`src/rtl/bin_to_bcd_seq_if.sv`:
```
// Handshake and data bundle for the sequential binary-to-BCD converter.
// The master drives the request and operand; the slave returns status and result.
interface bin_to_bcd_seq_if #(
    parameter int BIN_W  = 16,
    parameter int DIGITS = 5
);
    logic                  start_i;
    logic [BIN_W-1:0]      bin_i;
    logic                  busy_o;
    logic                  done_o;
    logic [DIGITS*4-1:0]   bcd_o;
    logic                  ovf_o;

    modport master (
        output start_i,
        output bin_i,
        input  busy_o,
        input  done_o,
        input  bcd_o,
        input  ovf_o
    );

    modport slave (
        input  start_i,
        input  bin_i,
        output busy_o,
        output done_o,
        output bcd_o,
        output ovf_o
    );
endinterface

```
`src/rtl/bin_to_bcd_seq.sv`:
```
// Multi-cycle binary-to-BCD converter using shift-add-3 (double dabble).
// One operand bit is consumed per clock, so the datapath is a single column of
// add-3 correctors regardless of BIN_W. Digits that fall off the top are
// folded into a sticky overflow flag; the remaining digits are value mod 10^DIGITS.
module bin_to_bcd_seq #(
    parameter int BIN_W  = 16,
    parameter int DIGITS = 5
) (
    input  logic              clk,
    input  logic              rst_n,
    bin_to_bcd_seq_if.slave   bus
);
    localparam int BCD_W = DIGITS * 4;
    localparam int CNT_W = $clog2(BIN_W + 1);

    typedef enum logic {
        IDLE = 1'b0,
        CONV = 1'b1
    } state_t;

    state_t              r_state;
    logic [BIN_W-1:0]    r_bin;
    logic [BCD_W-1:0]    r_scratch;
    logic [CNT_W-1:0]    r_count;
    logic                r_ovf_sticky;
    logic                r_busy;
    logic                r_done;
    logic [BCD_W-1:0]    r_bcd;
    logic                r_ovf;

    logic [BCD_W-1:0]    w_adj;
    logic [BCD_W-1:0]    w_shifted;
    logic                w_carry;

    // Add-3 correction on every scratch digit in parallel, ahead of the shift.
    genvar gi;
    generate
        for (gi = 0; gi < DIGITS; gi++) begin : g_adj
            assign w_adj[gi*4 +: 4] = (r_scratch[gi*4 +: 4] > 4'd4)
                                      ? r_scratch[gi*4 +: 4] + 4'd3
                                      : r_scratch[gi*4 +: 4];
        end
    endgenerate

    // Next scratch value: corrected digits shifted left with the operand MSB entering digit 0.
    // The bit pushed out of the top digit represents a lost multiple of 10^DIGITS.
    assign w_shifted = {w_adj[BCD_W-2:0], r_bin[BIN_W-1]};
    assign w_carry   = w_adj[BCD_W-1];

    // Control FSM and datapath: load on start, shift BIN_W times, publish result with a done pulse.
    always_ff @(posedge clk or negedge rst_n) begin
        if (!rst_n) begin
            r_state      <= IDLE;
            r_bin        <= '0;
            r_scratch    <= '0;
            r_count      <= '0;
            r_ovf_sticky <= 1'b0;
            r_busy       <= 1'b0;
            r_done       <= 1'b0;
            r_bcd        <= '0;
            r_ovf        <= 1'b0;
        end else begin
            r_done <= 1'b0;
            case (r_state)
                IDLE: begin
                    if (bus.start_i) begin
                        r_bin        <= bus.bin_i;
                        r_scratch    <= '0;
                        r_ovf_sticky <= 1'b0;
                        r_count      <= CNT_W'(BIN_W);
                        r_busy       <= 1'b1;
                        r_state      <= CONV;
                    end
                end
                CONV: begin
                    r_scratch    <= w_shifted;
                    r_bin        <= {r_bin[BIN_W-2:0], 1'b0};
                    r_ovf_sticky <= r_ovf_sticky | w_carry;
                    r_count      <= r_count - CNT_W'(1);
                    if (r_count == CNT_W'(1)) begin
                        r_bcd   <= w_shifted;
                        r_ovf   <= r_ovf_sticky | w_carry;
                        r_done  <= 1'b1;
                        r_busy  <= 1'b0;
                        r_state <= IDLE;
                    end
                end
            endcase
        end
    end

    assign bus.busy_o = r_busy;
    assign bus.done_o = r_done;
    assign bus.bcd_o  = r_bcd;
    assign bus.ovf_o  = r_ovf;

endmodule

```
`src/flat_wrapper.sv`:
```
// flat-port wrapper written by rule: the top's interface ports become plain ports
module bin_to_bcd_seq_flat 
#(
    parameter int BIN_W  = 16,
    parameter int DIGITS = 5
)
  (clk, rst_n, bus_start_i, bus_bin_i, bus_busy_o, bus_done_o, bus_bcd_o, bus_ovf_o);
  bin_to_bcd_seq_if #(.BIN_W(BIN_W), .DIGITS(DIGITS)) bus_i ();
  input  logic clk;
  input  logic rst_n;
  input wire logic [$bits(bus_i.start_i)-1:0] bus_start_i;
  input wire logic [$bits(bus_i.bin_i)-1:0] bus_bin_i;
  output wire logic [$bits(bus_i.busy_o)-1:0] bus_busy_o;
  output wire logic [$bits(bus_i.done_o)-1:0] bus_done_o;
  output wire logic [$bits(bus_i.bcd_o)-1:0] bus_bcd_o;
  output wire logic [$bits(bus_i.ovf_o)-1:0] bus_ovf_o;
  assign bus_i.start_i = bus_start_i;
  assign bus_i.bin_i = bus_bin_i;
  assign bus_busy_o = bus_i.busy_o;
  assign bus_done_o = bus_i.done_o;
  assign bus_bcd_o = bus_i.bcd_o;
  assign bus_ovf_o = bus_i.ovf_o;
  bin_to_bcd_seq #(.BIN_W(BIN_W), .DIGITS(DIGITS)) u_core (.clk(clk), .rst_n(rst_n), .bus(bus_i));
endmodule
```
`config.mk`:
```
export PLATFORM = sky130hd
export DESIGN_NAME = bin_to_bcd_seq_flat
export DESIGN_NICKNAME = d
export VERILOG_FILES = /design/src/rtl/bin_to_bcd_seq_if.sv /design/src/rtl/bin_to_bcd_seq.sv /design/src/flat_wrapper.sv
export SDC_FILE = /design/constraint.sdc
export NUM_CORES = 1
export LEC_CHECK = 0
export ABC_AREA = 1
export CORE_MARGIN = 5
export CORE_UTILIZATION = 55
export DETAILED_ROUTE_END_ITERATION = 6
export HOLD_SLACK_MARGIN = 0.1
export PLACE_DENSITY = 0.81
export SLEW_MARGIN = 20
export SYNTH_ARGS = -nofsm -noshare
export SYNTH_HDL_FRONTEND = slang
export SYNTH_SLANG_ARGS = --single-unit
export TNS_END_PERCENT = 1
```
`constraint.sdc`:
```
create_clock -name clk -period 1.7 [get_ports clk]
set_clock_uncertainty 0.15 [all_clocks]
set_input_delay 0.17 -clock clk [delete_from_list [all_inputs] [get_ports clk]]
set_output_delay 0.17 -clock clk [all_outputs]
set_load 0.05 [all_outputs]
```
==> summary.txt, run 1 <==
CTS
  • # hold bufs at CTS: 1
  • Depth of the CTS H-tree: 3
  • Max Buffers Root-to-Sink: 2
  • Clock transition at path regs: 70 ps
  • TritonCTS clock tree: done
  • Post-CTS sizing: 0
  • Root Driver: clkbuf_8
  • Postcts setup bufs: 0
  • CTS Buf Count: 9
  • Clk_lat worst skew: 330 ps
  • Clock Sinks: 66

Hold path
  • Min-Delay Path Class: in -> async

Power and ir drop
  • Power density cells: 2160 nW/um2
  • Cell Int Power: 4.43 mW
  • Sw Share: 0.466
  • Reg power frac: 0.334
  • Sw power: 3.86 mW
  • Clock Power Share: 0.153
  • Gate power share: 0.513
  • Lkg Pwr: 2.00 nW
  • Maximum VDD drop: 1200 uV

Global route
  • Tot GR Track Use: 0.197
  • GR Overflow Total: 0
  • Vias in the first global route: 2696
  • First-pass GRT wire length: 11700 um
  • Initial antenna violation count: 0
  • Largest net degree at the start of global routing: 67

Setup path
  • Max incr delay on CP: 370 ps
  • Critical Path, Cell by Cell: inv_1 > ha_1 > o21ai_1 > nand2_1 > nand3_1 > o21ai_1
  • Crit path max-delay cell type: dfrtp_1
  • Maximum fanout along the worst path: 4
  • CP bufs+invs: 1
  • WP depth: 6
  • FF-to-FF path depth: 6
  • CP Class: reg -> reg
  • CP Capture Type: register
  • Top delay family on crit path: flip-flops
  • Setup crit start kind: register
  • Crit path required time: 1760 ps
  • CP Data Arrival Time: 1600 ps
  • Most frequent CP cell: o21ai_1

STA
  • Final Hold Viols: 0
  • RSZ-0062 raised after global routing: false
  • Fin. max-slew vios: 0
  • Finish-stage setup viols: 0
  • Least-Margin Pin Slew: 360 ps
  • Fin crit share: 0.902
  • Worst Setup Slack, final: 166 ps
  • Relative slew slack: 0.760
  • Min Tclk post-route: 1530 ps
  • Max Clock Freq: 652 MHz
  • Setup TNS: 0 ps
  • Hold_ws: 239 ps

Yosys
  • Number of synthesized register bits: 66
  • Most numerous cell in the Yosys netlist: nand2_1
  • YS warnings: 0
  • Sequential area share after synthesis: 0.518
  • Primary FF master, synth: dfrtp_1
  • Synth area leaders: dfrtp_1, nand2_1, inv_1, nand3_1, ha_1
  • Distinct cells, synth: 25
  • Asr flop ratio synth: 1.00
  • Commonest cells post-synth: nand2_1, dfrtp_1, inv_1
  • Post-Syn Area: 3190 um2
  • Number of flops mapped to enable cells by yosys: 0
  • Post-synth top area share: 0.518
  • Syn Area/Cell: 8.33 um2
  • Mapped Cells: 383
  • Synth area leader: dfrtp_1
  • Syn_nets: 414

Floorplanning
  • Core Area: 5570 um2
  • DIE AREA: 7420 um2
  • Die extent in y: 86.2 um
  • Die Wd: 86.2 um
  • Initial core utilization: 0.572
  • Row count: 27
  • IO Count: 42

Routing
  • Via count: 2620
  • Detailed Route WL: 6640 um
  • DR WL/cell: 13.1 um
  • DRT iter0 DRCs: 153
  • DRC: 0
  • First-pass DRT Iterations: 4
  • Vias per inst: 5.16
  • Post-DRT Antenna Nets: 0

Run
  • Number of max-cap violations: 0

Outcome
  • Status: completed

Place
  • DP HPWL: 4570 um
  • Placement Cell Area: 3640 um2
  • Gpl congestion: 0.888
  • DP Worst Slack: 159 ps
  • Port bufs: 41

Final layout
  • Utilization after layout: 0.689
  • Diode count: 0
  • Finished Cell Area: 3840 um2
  • Layout cells sized above 1: 0.117
  • Area growth, synth to finish: 20.4%
  • Nets: 463
[worst register-to-register path, stage by stage, from the launching register on]
cell and delay, ps:
dfrtp_1 370, inv_1 90, ha_1 250, o21ai_1 270, nand2_1 120, nand3_1 100, o21ai_1 70
[cell usage in the layout (no fill, tap or decap), types with 4 or more instances in the layout]
master and n:
nand4_1 4, buf_4 28, o221ai_1 8, clkdlybuf4s50_1 17
ha_1 12, a21oi_1 6, nor2_1 5, dfrtp_1 66
nand2_1 151, inv_1 45, clkbuf_8 10, o21ai_1 4
o211ai_1 6, nand3_1 32, o21ai_0 20
[power groups by stage]
stage | registers [mW] | clock network (mW) | logic (mW)
6_report | 2.76 | 1.27 | 4.25
2_1_floorplan | 3.58 | 0 | 2.29
4_1_cts | 2.77 | 1.27 | 4.28
3_3_place_gp | 2.75 | 0 | 4.09
5_1_grt | 2.87 | 1.36 | 4.78
3_5_place_dp | 2.79 | 0 | 4.25
[logic make-up (layout without fill, tap and decap cells)]
kind of cell | Yosys count | after routing | share of synthesized area
compound gates | 46 | 46 | 0.0871
simple gates | 196 | 196 | 0.257
xor+xnor | 3 | 3 | 0.00824
fa+ha+maj | 12 | 12 | 0.0471
buf+inv | 60 | 113 | 0.0824
flops | 66 | 66 | 0.518
[final cells by class]
cell class                 count  area (um2)
clock buffer                  12         145
timing repair buffer          50         455
sequential                    66        1650
clock inverter                 3        40.0
fill                         457        1740
inverter                      48         181
multi-input combinational    257        1270
tap                           72        90.1
[path summary, 6_finish.rpt]
check                                            startpoint                          endpoint  slack [ps]
max in group asynchronous                             rst_n  u_core.r_scratch[12]$_DFFE_PN0P_         880
max                         u_core.r_scratch[8]$_DFFE_PN0P_   u_core.r_scratch[9]$_DFFE_PN0P_         170
min reg2reg                u_core.bus.bcd_o[10]$_DFFE_PN0P_  u_core.bus.bcd_o[10]$_DFFE_PN0P_         330
min                                                   rst_n   u_core.bus.bcd_o[5]$_DFFE_PN0P_         240
min in group clk                               bus_bin_i[9]       u_core.r_bin[9]$_DFFE_PN0P_         260
max reg2reg                 u_core.r_scratch[8]$_DFFE_PN0P_   u_core.r_scratch[9]$_DFFE_PN0P_         170
[state kept, by name, indices dropped and copies added, names as in the netlist]
register             count
u_core.bus.bcd_o        20
u_core.r_ovf_sticky      1
u_core.r_state           1
u_core.r_scratch        20
u_core.r_count           5
u_core.bus.busy_o        1
u_core.bus.done_o        1
u_core.r_bin            16
u_core.bus.ovf_o         1
[metal layers]
metal  up-vias  GRT usage  wire, um  part of all wire
met4         0     0.0748        73             0.011
li1       1320          -         -                 -
met5         -          0         0                 0
met1      1216      0.249      2970              0.45
met2        75      0.324      3220              0.49
met3         9     0.0490       379             0.057
[through the flow]
stage,power (mW),std cells
3_5_place_dp,7.04,492
3_3_place_gp,6.84,492
6_report,8.29,508
5_1_grt,9.00,508
4_1_cts,8.32,508
2_1_floorplan,5.88,383
No activity file was read; power rests on OpenSTA's default activity.
==> run 2, diff against run 1 <==
--- a/config.mk
+++ b/config.mk
@@ -6,11 +6,13 @@
 export NUM_CORES = 1
 export LEC_CHECK = 0
 export ABC_AREA = 1
+export CELL_PAD_IN_SITES_DETAIL_PLACEMENT = 0
+export CELL_PAD_IN_SITES_GLOBAL_PLACEMENT = 1
 export CORE_MARGIN = 5
-export CORE_UTILIZATION = 55
+export CORE_UTILIZATION = 30
 export DETAILED_ROUTE_END_ITERATION = 6
 export HOLD_SLACK_MARGIN = 0.1
-export PLACE_DENSITY = 0.81
+export PLACE_DENSITY = 0.62
 export SLEW_MARGIN = 20
 export SYNTH_ARGS = -nofsm -noshare
 export SYNTH_HDL_FRONTEND = slang
==> summary.txt, run 2 (synthesis results as in run 1) <==
Outcome
  • Status: completed

Routing
  • First-pass DRT Iterations: 4 (unchanged)
  • Vias per inst: 4.50 (-13%)
  • DR WL/cell: 12.0 um (-8.3%)
  • DRC: 0 (unchanged)
  • DRT iter0 DRCs: 103 (-33%)
  • Detailed Route WL: 6940 um (+4.5%)
  • Post-DRT Antenna Nets: 0 (unchanged)
  • Via count: 2607 (-0.50%)

Place
  • DP HPWL: 4940 um (+8.1%)
  • Port bufs: 41 (unchanged)
  • Gpl congestion: 0.710 (-20%)

Final layout
  • Most frequent cells in the layout: nand2_1, dfrtp_1, inv_1
  • Diode count: 0 (unchanged)
  • Nets: 469 (+1.3%)
  • Layout cells sized above 1: 0.129 (+0.0117)
  • Fill count: 1128 (+150%)
  • Area growth, synth to finish: 23.6%
  • Most common cell after layout, fill and taps aside: nand2_1

STA
  • Hold_ws: 199 ps (-39.8 ps)
  • Fin. max-slew vios: 0 (unchanged)
  • Finish-stage setup viols: 0 (unchanged)
  • Final Hold Viols: 0 (unchanged)
  • Least-Margin Pin Slew: 564 ps (+204 ps)
  • Min Tclk post-route: 1540 ps (+5.87 ps)
  • Max Clock Freq: 649 MHz (-0.38%)
  • RSZ-0062 raised after global routing: false
  • Fin crit share: 0.906 (+0.00345)
  • Setup TNS: 0 ps (unchanged)
  • Relative slew slack: 0.624 (-0.136)

Setup path
  • Crit path launch: u_core.r_scratch[8]$_DFFE_PN0P_
  • Crit path required time: 1760 ps (about the same)
  • Worst flop-to-flop path startpoint: u_core.r_scratch[8]$_DFFE_PN0P_
  • Setup crit start kind: register
  • Crit path max-delay cell type: dfrtp_1
  • CP Class: reg -> reg
  • Most frequent CP cell: inv_1
  • Critical Path, Cell by Cell: inv_1 > ha_1 > inv_1 > a21oi_1 > nand2_1 > nand3_1 > o21ai_0
  • Max incr delay on CP: 400 ps (+30 ps)
  • Maximum fanout along the worst path: 4 (unchanged)
  • CP Data Arrival Time: 1600 ps (about the same)
  • CP Capture Type: register

Floorplanning
  • Die Wd: 113 um (+31%)
  • DIE AREA: 12800 um2 (+72%)
  • IO Count: 42 (unchanged)
  • Initial core utilization: 0.308 (-0.265)
  • Row count: 37 (+37%)
  • Die extent in y: 113 um (+31%)
  • Core Area: 10400 um2 (+86%)

Hold path
  • Min-Delay Path Class: in -> async

Run
  • Number of max-cap violations: 0 (unchanged)

Global route
  • Vias in the first global route: 2731 (+1.3%)
  • GR Overflow Total: 0 (unchanged)
  • Tot GR Track Use: 0.120 (-0.0762)
  • Largest net degree at the start of global routing: 25 (-63%)
  • Initial antenna violation count: 0 (unchanged)
  • First-pass GRT wire length: 12500 um (+6.4%)

Power and ir drop
  • Maximum VDD drop: 662 uV (-45%)
  • Power density cells: 2060 nW/um2 (-4.6%)
  • Lkg Pwr: 2.03 nW (+1.1%)

CTS
  • Depth of the CTS H-tree: 3 (unchanged)
  • Clock Sinks: 66 (unchanged)
  • Max Buffers Root-to-Sink: 2 (unchanged)
  • Clk_lat worst skew: 340 ps (about the same)
  • Root Driver: clkbuf_8
  • Clock transition at path regs: 70 ps (about the same)
  • TritonCTS clock tree: done
  • CTS Buf Count: 9 (unchanged)
[run 2: worst paths after layout]
kind / end / slack, ps / depth (start not counted)
max: u_core.r_scratch[10]$_DFFE_PN0P_ / 160 / 7
min: u_core.bus.bcd_o[8]$_DFFE_PN0P_ / 200 / 2
max reg2reg: u_core.r_scratch[10]$_DFFE_PN0P_ / 160 / 7
min reg2reg: u_core.r_count[4]$_DFFE_PN0P_ / 320 / 1
max in group asynchronous: u_core.r_bin[13]$_DFFE_PN0P_ / 670 / 3
min in group clk: u_core.r_bin[0]$_DFFE_PN0P_ / 240 / 3
[run 2: repair_timing]
action                     4_1_cts  5_1_grt
hold buffers                     1        0
buffers inserted                 0        0
gates resized for setup          0        2
hold endpoints to repair        66        0
setup endpoints to repair        0        2
[run 2: per-layer routing]
layer  wire, um  track usage  up-vias
li1           -            -     1330
met1       3230        0.147     1221
met2       3280        0.201       44
met3        287       0.0267       12
met4        133       0.0577        0
met5          0            0        -
[run 2: stage by stage]
| step | worst slack, ps | area [um2] | std cells | utilization | power [mW] |
|---|---|---|---|---|---|
| 5_1_grt | 1.99 | 3940 | 579 | 0.380 | 8.97 |
| 2_1_floorplan | 324 | 3190 | 383 | - | 5.88 |
| 4_1_cts | 147 | 3940 | 579 | 0.380 | 8.28 |
| 3_3_place_gp | 146 | 3770 | 562 | 0.363 | 7.06 |
| 6_report | 160 | 3940 | 579 | 0.380 | 8.12 |
| 3_5_place_dp | 130 | 3770 | 562 | 0.363 | 7.09 |
[run 2: critical path: cells and delay by family (launching register included)]
kind	cells	cell delay [ps]
simple gates	2	170
flops	1	400
compound gates	2	300
fa+ha+maj	1	200
buf+inv	2	190
[run 2: area by class of cell]
cell class	instances	area, um2	area share
inverters	48	181	0.0460
flip-flops and latches	66	1650	0.419
multi-input cells	257	1270	0.323
well taps	136	170	0.0432
clock buffers	13	149	0.0378
clock inverters	3	15.0	0.00381
repair buffers	56	500	0.127
[run 2: where the power goes]
| group | leakage, nW | total [mW] | switching, mW | internal (mW) |
|---|---|---|---|---|
| Clock | 0.0872 | 1.14 | 0.579 | 0.563 |
| Sequential | 0.809 | 2.72 | 0.414 | 2.30 |
| Combinational | 1.13 | 4.26 | 2.80 | 1.46 |
| Total | 2.03 | 8.12 | 3.80 | 4.33 |
